`src/rtl/load_store_unit_pkg.sv`:
```
// Shared definitions for the load/store unit: FSM state encoding,
// byte-lane selectors and the word-address helper.
package load_store_unit_pkg;

    typedef enum logic [1:0] {
        IDLE = 2'd0,
        RD   = 2'd1,
        WR   = 2'd2,
        RESP = 2'd3
    } lsu_state_e;

    localparam logic LANE_LO = 1'b0;
    localparam logic LANE_HI = 1'b1;

    // Wide enough for READ_LAT up to 4 (counter runs 0..READ_LAT-1)
    localparam int CNT_W = 2;

    function automatic logic [15:0] word_addr(input logic [15:0] byte_adr);
        return {1'b0, byte_adr[15:1]};
    endfunction

endpackage

```
`src/rtl/load_store_unit_byte_lane.sv`:
```
// Combinational byte-lane helper: merges a store byte into a word and
// extracts/extends a byte from a word for loads.
module byte_lane
    import load_store_unit_pkg::*;
(
    input  logic [15:0] i_word,
    input  logic        i_lane,
    input  logic [7:0]  i_byte,
    input  logic        i_sign,
    output logic [15:0] o_merged,
    output logic [15:0] o_extracted
);

    logic [7:0] w_sel;

    // Lane merge and extraction share one lane decode
    always_comb begin
        o_merged    = i_word;
        w_sel       = i_word[7:0];
        o_extracted = 16'h0000;
        case (i_lane)
            LANE_LO: begin
                o_merged = {i_word[15:8], i_byte};
                w_sel    = i_word[7:0];
            end
            LANE_HI: begin
                o_merged = {i_byte, i_word[7:0]};
                w_sel    = i_word[15:8];
            end
            default: begin
                o_merged = i_word;
                w_sel    = i_word[7:0];
            end
        endcase
        if (i_sign) begin
            o_extracted = {{8{w_sel[7]}}, w_sel};
        end else begin
            o_extracted = {8'h00, w_sel};
        end
    end

endmodule

```
`src/rtl/load_store_unit.sv`:
```
// CPU-side load/store unit driving a 16-bit word DataMemory with a fixed
// read latency; byte stores are done as read-modify-write.
module load_store_unit
    import load_store_unit_pkg::*;
#(
    parameter int READ_LAT = 1
) (
    input  logic        Clock,
    input  logic        Reset_n,
    input  logic        Req,
    input  logic        Store,
    input  logic        ByteOp,
    input  logic        SignExt,
    input  logic [15:0] Adresa,
    input  logic [15:0] WriteData,
    output logic        Busy,
    output logic        Done,
    output logic        Error,
    output logic [15:0] ReadData,
    output logic [15:0] MemAdresa,
    output logic [15:0] MemWriteData,
    output logic        MemWrite,
    output logic        MemRead,
    input  logic [15:0] MemReadData
);

    localparam logic [CNT_W-1:0] LAST_CNT = CNT_W'(READ_LAT - 1);

    lsu_state_e       r_state;
    logic             r_store;
    logic             r_byte;
    logic             r_sext;
    logic [15:0]      r_adr;
    logic [15:0]      r_wdata;
    logic [CNT_W-1:0] r_cnt;
    logic [15:0]      r_capt;
    logic             r_busy;
    logic             r_done;
    logic             r_error;
    logic             r_mem_read;
    logic             r_mem_write;

    logic [15:0]      w_merged;
    logic [15:0]      w_extracted;

    byte_lane u_byte_lane (
        .i_word      (r_capt),
        .i_lane      (r_adr[0]),
        .i_byte      (r_wdata[7:0]),
        .i_sign      (r_sext),
        .o_merged    (w_merged),
        .o_extracted (w_extracted)
    );

    // Transaction FSM; strobes and status are registered alongside the state
    always_ff @(posedge Clock) begin
        if (!Reset_n) begin
            r_state     <= IDLE;
            r_store     <= 1'b0;
            r_byte      <= 1'b0;
            r_sext      <= 1'b0;
            r_adr       <= 16'h0000;
            r_wdata     <= 16'h0000;
            r_cnt       <= {CNT_W{1'b0}};
            r_capt      <= 16'h0000;
            r_busy      <= 1'b0;
            r_done      <= 1'b0;
            r_error     <= 1'b0;
            r_mem_read  <= 1'b0;
            r_mem_write <= 1'b0;
        end else begin
            case (r_state)
                IDLE: begin
                    if (Req) begin
                        r_store <= Store;
                        r_byte  <= ByteOp;
                        r_sext  <= SignExt;
                        r_adr   <= Adresa;
                        r_wdata <= WriteData;
                        r_busy  <= 1'b1;
                        if (!ByteOp && Adresa[0]) begin
                            r_state <= RESP;
                            r_done  <= 1'b1;
                            r_error <= 1'b1;
                        end else if (!Store || ByteOp) begin
                            r_state    <= RD;
                            r_mem_read <= 1'b1;
                            r_cnt      <= {CNT_W{1'b0}};
                        end else begin
                            r_state     <= WR;
                            r_mem_write <= 1'b1;
                        end
                    end else begin
                        r_state <= IDLE;
                    end
                end
                RD: begin
                    if (r_cnt == LAST_CNT) begin
                        r_capt     <= MemReadData;
                        r_mem_read <= 1'b0;
                        r_cnt      <= {CNT_W{1'b0}};
                        // Byte stores continue into the write half of the RMW
                        if (r_store) begin
                            r_state     <= WR;
                            r_mem_write <= 1'b1;
                        end else begin
                            r_state <= RESP;
                            r_done  <= 1'b1;
                        end
                    end else begin
                        r_cnt <= r_cnt + {{(CNT_W-1){1'b0}}, 1'b1};
                    end
                end
                WR: begin
                    r_mem_write <= 1'b0;
                    r_state     <= RESP;
                    r_done      <= 1'b1;
                end
                RESP: begin
                    r_state <= IDLE;
                    r_busy  <= 1'b0;
                    r_done  <= 1'b0;
                    r_error <= 1'b0;
                end
                default: begin
                    r_state     <= IDLE;
                    r_busy      <= 1'b0;
                    r_done      <= 1'b0;
                    r_error     <= 1'b0;
                    r_mem_read  <= 1'b0;
                    r_mem_write <= 1'b0;
                end
            endcase
        end
    end

    // Data-path outputs decoded purely from registered state
    always_comb begin
        MemAdresa    = 16'h0000;
        MemWriteData = 16'h0000;
        ReadData     = 16'h0000;
        if ((r_state == RD) || (r_state == WR)) begin
            MemAdresa = word_addr(r_adr);
        end else begin
            MemAdresa = 16'h0000;
        end
        if (r_state == WR) begin
            MemWriteData = r_byte ? w_merged : r_wdata;
        end else begin
            MemWriteData = 16'h0000;
        end
        if ((r_state == RESP) && !r_store && !r_error) begin
            ReadData = r_byte ? w_extracted : r_capt;
        end else begin
            ReadData = 16'h0000;
        end
    end

    assign Busy     = r_busy;
    assign Done     = r_done;
    assign Error    = r_error;
    assign MemRead  = r_mem_read;
    assign MemWrite = r_mem_write;

endmodule
```
`config.mk`:
```
export PLATFORM = sky130hd
export DESIGN_NAME = load_store_unit
export DESIGN_NICKNAME = d
export VERILOG_FILES = /design/src/rtl/load_store_unit_pkg.sv /design/src/rtl/load_store_unit_byte_lane.sv /design/src/rtl/load_store_unit.sv
export SDC_FILE = /design/constraint.sdc
export NUM_CORES = 1
export LEC_CHECK = 0
export ABC_CLOCK_PERIOD_IN_PS = 1750
export CORE_MARGIN = 2
export CORE_UTILIZATION = 42
export CTS_CLUSTER_DIAMETER = 120
export DETAILED_ROUTE_END_ITERATION = 8
export GPL_TIMING_DRIVEN = 1
export PLACE_DENSITY_LB_ADDON = 0.08
export SETUP_SLACK_MARGIN = 0.02
export SLEW_MARGIN = 25
export SYNTH_ARGS = -nofsm -noshare
export SYNTH_HDL_FRONTEND = slang
export SYNTH_HIERARCHICAL = 1
export SYNTH_SLANG_ARGS = --single-unit
```
`constraint.sdc`:
```
create_clock -name Clock -period 1.75 [get_ports Clock]
set_input_delay 0.175 -clock Clock [delete_from_list [all_inputs] [get_ports Clock]]
set_output_delay 0.175 -clock Clock [all_outputs]
set_load 0.02 [all_outputs]
```
==> metrics.md <==
| Metric | Value |
|---|---|
| Post-synth EDFFs | `0` |
| Crit start category | `flop` |
| Inst Count DP | `approximately 600` |
| HP Class | `input port to flop` |
| Share of cells above drive strength 1 | `30.7%` |
| Worst skew pair latency | `between 300 and 400 ps` |
| Wirelength per Cell | `14.3 um` |
| Ant. Diodes | `0` |
| Syn nets | `between 400 and 500` |
| Seq/Total Area, Yosys | `between 30% and 40%` |
| Commonest cells in the netlist | `nand2_1 (109), dfxtp_1 (60), a21oi_1 (56)` |
| Met1 usage in global routing | `around a quarter` |
| Pre-CTS setup slack | `-205 ps` |
| Num rows | `32` |
| Post-Route WL | `slightly above 9000 um` |
| Initial DRC count | `93` |
| VDD IR max | `463 uV` |
| IO Pins | `107` |
| Slew Limit Fails | `0` |
| Syn Inst Count | `416` |
| Via count of the routed design | `~3200` |
| Largest net degree at the start of global routing | `39` |
| H-tree depth | `3` |
| Largest area contributor in the netlist | `dfxtp_1` |
| Worst path arrival time | `roughly 1700 ps` |
| Hold Crit Start | `Adresa[2]` |
| Post-route clock period utilization | `105%` |
| Dpl hpwl | `6310 um` |
| Number of global-route vias before repair | `3067` |
| Area contributors post-synth | `dfxtp_1 (35%), nand2_1 (12%), mux2i_1 (10%), a21oi_1 (8.3%), mux2_2 (7.3%)` |
| PwrDens | `794 nW/um^2` |
| Critical path launch point | `r_state[0]` |
| Hold Vio Cnt, Final | `0` |
| Failing checks | `negative setup slack` |
| Finished Layout Cells | `between 600 and 700` |
| Fin util | `65.8%` |
| CP Max Fanout | `8` |
| Max Cap Violations | `0` |
| Most common cell in the netlist | `nand2_1` |
| WP data required | `1570 ps` |
| First-pass GRT wire length | `14700 um` |
| Max Freq | `around 0.54 GHz` |
| Final setup violation count | `19` |
| GRT Residual Overflow | `0` |
| Core Region | `7770 um^2` |
| Post-CTS Hold Fix Bufs | `0` |
| CTS clk-pin slew, worst paths | `70 ps` |
| DR pass1 iterations | `4` |
| Asr flop ratio synth | `0%` |
| Final min period | `around 1800 ps` |
| Fillers | `682` |
| DRC viols | `0` |
| Top FF cell, synth | `dfxtp_1` |
| Mapped Avg Cell Area | `between 8 and 9 um^2` |
| Clock tree buffer depth | `2` |
| CTS tree | `yes` |
| Buffers on Ports | `roughly 110` |
| Overall die width | `93.9 um` |
| Synth warn | `6` |
| NumNets Final | `595` |
| Area growth, synth to finish | `50.6%` |
| WHS Endpoint | `r_adr[2]` |
| RSZ-0062 raised after global routing | `true` |
| Count of different cell masters after synthesis | `38` |
| Final ANT Viol Nets | `0` |
| Vias/cell | `a little under 5` |
| Net Sw Frac | `26.2%` |
| Total clock sinks | `60` |
| R2r worst-path depth | `8` |
| Routability cong. | `0.827` |
| Die Area | `about 8800 um^2` |
| Critical path class | `flop to output pin` |
| Num CTS Buffers | `9` |
| Seq pwr share | `38.0%` |
| Internal | `3.00 mW` |
| Placed Area | `between 4000 and 5000 um^2` |
| Count of state elements after synthesis | `60` |
| Reg2reg start | `r_state[1]` |
| Total track usage | `21.1%` |
| GRT met2 Usage | `between 30% and 40%` |
| Top cell type's share of synthesized area | `35.4%` |
| Comb power frac | `23.6%` |
| Outcome | `finished with violations` |
| Final Skew | `roughly 5.1 ps` |
| Global routing met3 resource utilization | `4.17%` |
| WHS Path Cells | `3` |
| Initial core utilization | `43.7%` |
| Die Ht | `93.9 um` |
| Post-synthesis instance area | `3390 um^2` |
| GRT Max-Usage Layer | `met2` |
| Reg-to-Reg End | `Done` |
| P_sw | `1.06 mW` |
| Initial antenna violation count | `0` |
| Clk pwr share | `38.4%` |
| Static leakage | `between 1.5 and 2 nW` |
| Final instance area | `5110 um^2` |
| Reg2Reg Setup Slack | `120 ps` |
| Clock Tree Root | `clkbuf_8` |
| Worst setup EP type | `output pin` |
| Setup ws final | `-90.7 ps` |
## through the flow
| stage | power (mW) | setup TNS (ps) | hold slack, ps |
|---|---|---|---|
| floorplan | 2.07 | 0 | 311 |
| global placement | 2.45 | -6330 | 437 |
| detailed placement | 2.46 | -7500 | 442 |
| CTS | 4.05 | -1100 | 372 |
| global route | 4.26 | -3570 | 378 |
| finish | 4.06 | -1020 | 385 |
## timing repair
action | 4_1_cts | 5_1_grt
gates cloned | 1 | 1
endpoints found under the setup margin | 47 | 48
pin swaps | 1 | 5
buffers inserted | 3 | 3
gates resized for setup | 249 | 46
endpoints found under the hold margin | 0 | 0
## registers in the layout, indices dropped and copies added, names as in the netlist
| name | cells |
|---|---|
| r_cnt | 2 |
| r_adr | 16 |
| MemWrite | 1 |
| r_store | 1 |
| r_capt | 16 |
| Error | 1 |
| Done | 1 |
| Busy | 1 |
| r_wdata | 16 |
| r_byte | 1 |
| r_sext | 1 |
| MemRead | 1 |
| r_state | 2 |
## power groups by stage
stage / registers [mW] / logic (mW) / clock network (mW)
after global routing: 1.55 / 1.05 / 1.66
after global placement: 1.56 / 0.891 / 0
final: 1.54 / 0.960 / 1.56
after detailed placement: 1.56 / 0.899 / 0
after CTS: 1.54 / 0.926 / 1.59
after floorplan: 1.56 / 0.503 / 0
## per-layer routing
layer	routed length, um	part of all wire (%)	up-vias
met5	0	0	-
met4	101	1.1	0
met3	495	5.4	8
met2	4520	49	86
met1	4060	44	1475
li1	-	-	1602
## final cells by class
type	count	area (um^2)	area share, %
Clock buffer	12	155	3.04
Tap cell	102	128	2.50
Multi-Input combinational cell	314	2090	40.9
Inverter	6	25.0	0.490
Sequential cell	60	1210	23.7
Clock inverter	4	95.1	1.86
Timing Repair Buffer	142	1410	27.6
## worst max-delay path: stages, from the launching register on
cell and delay, ps:
dfxtp_2 350, ha_4 140, inv_2 30, or3_4 370, clkbuf_16 190, nor2_2 120, buf_6 130
## placed cells by master, fill, tap and decap left out, drive strengths merged, types with 2 or more instances in the layout
cell	netlist	layout
nand2	109	109
buf	31	83
dfxtp	60	60
clkdlybuf4s50	0	58
a21oi	57	57
mux2i	34	34
mux2	24	24
nor2	19	19
and2	18	18
nor2b	18	18
clkbuf	5	13
ha	8	8
inv	6	6
o21ai	5	5
nand2b	3	3
nand3	3	3
bufinv	0	3
a31oi	2	2
## kinds of logic (layout without fill, tap and decap cells)
kind of cell / count (synthesis) / in the layout / synth area share [%]
AO/OA/AOI/OAI: 72 / 72 / 11.8
adder cells (fa/ha/maj): 8 / 8 / 2.95
buffers and inverters: 42 / 164 / 7.78
flip-flops: 60 / 60 / 35.4
multiplexers: 58 / 58 / 18.2
other: 1 / 1 / 0.111
AND/OR/NAND/NOR: 175 / 175 / 23.8
## worst max path at each step
| stage | depth (start not counted) | endpoint | slack [ps] |
|---|---|---|---|
| after detailed placement | 6 | ReadData[5] | -200 |
| final | 6 | ReadData[5] | -90 |
| after global routing | 6 | ReadData[1] | -150 |
| after floorplan | 6 | ReadData[10] | 160 |
| after CTS | 6 | ReadData[15] | -80 |
| after global placement | 6 | MemWriteData[15] | -170 |
Note: power is estimated with default switching activity, not from simulation.
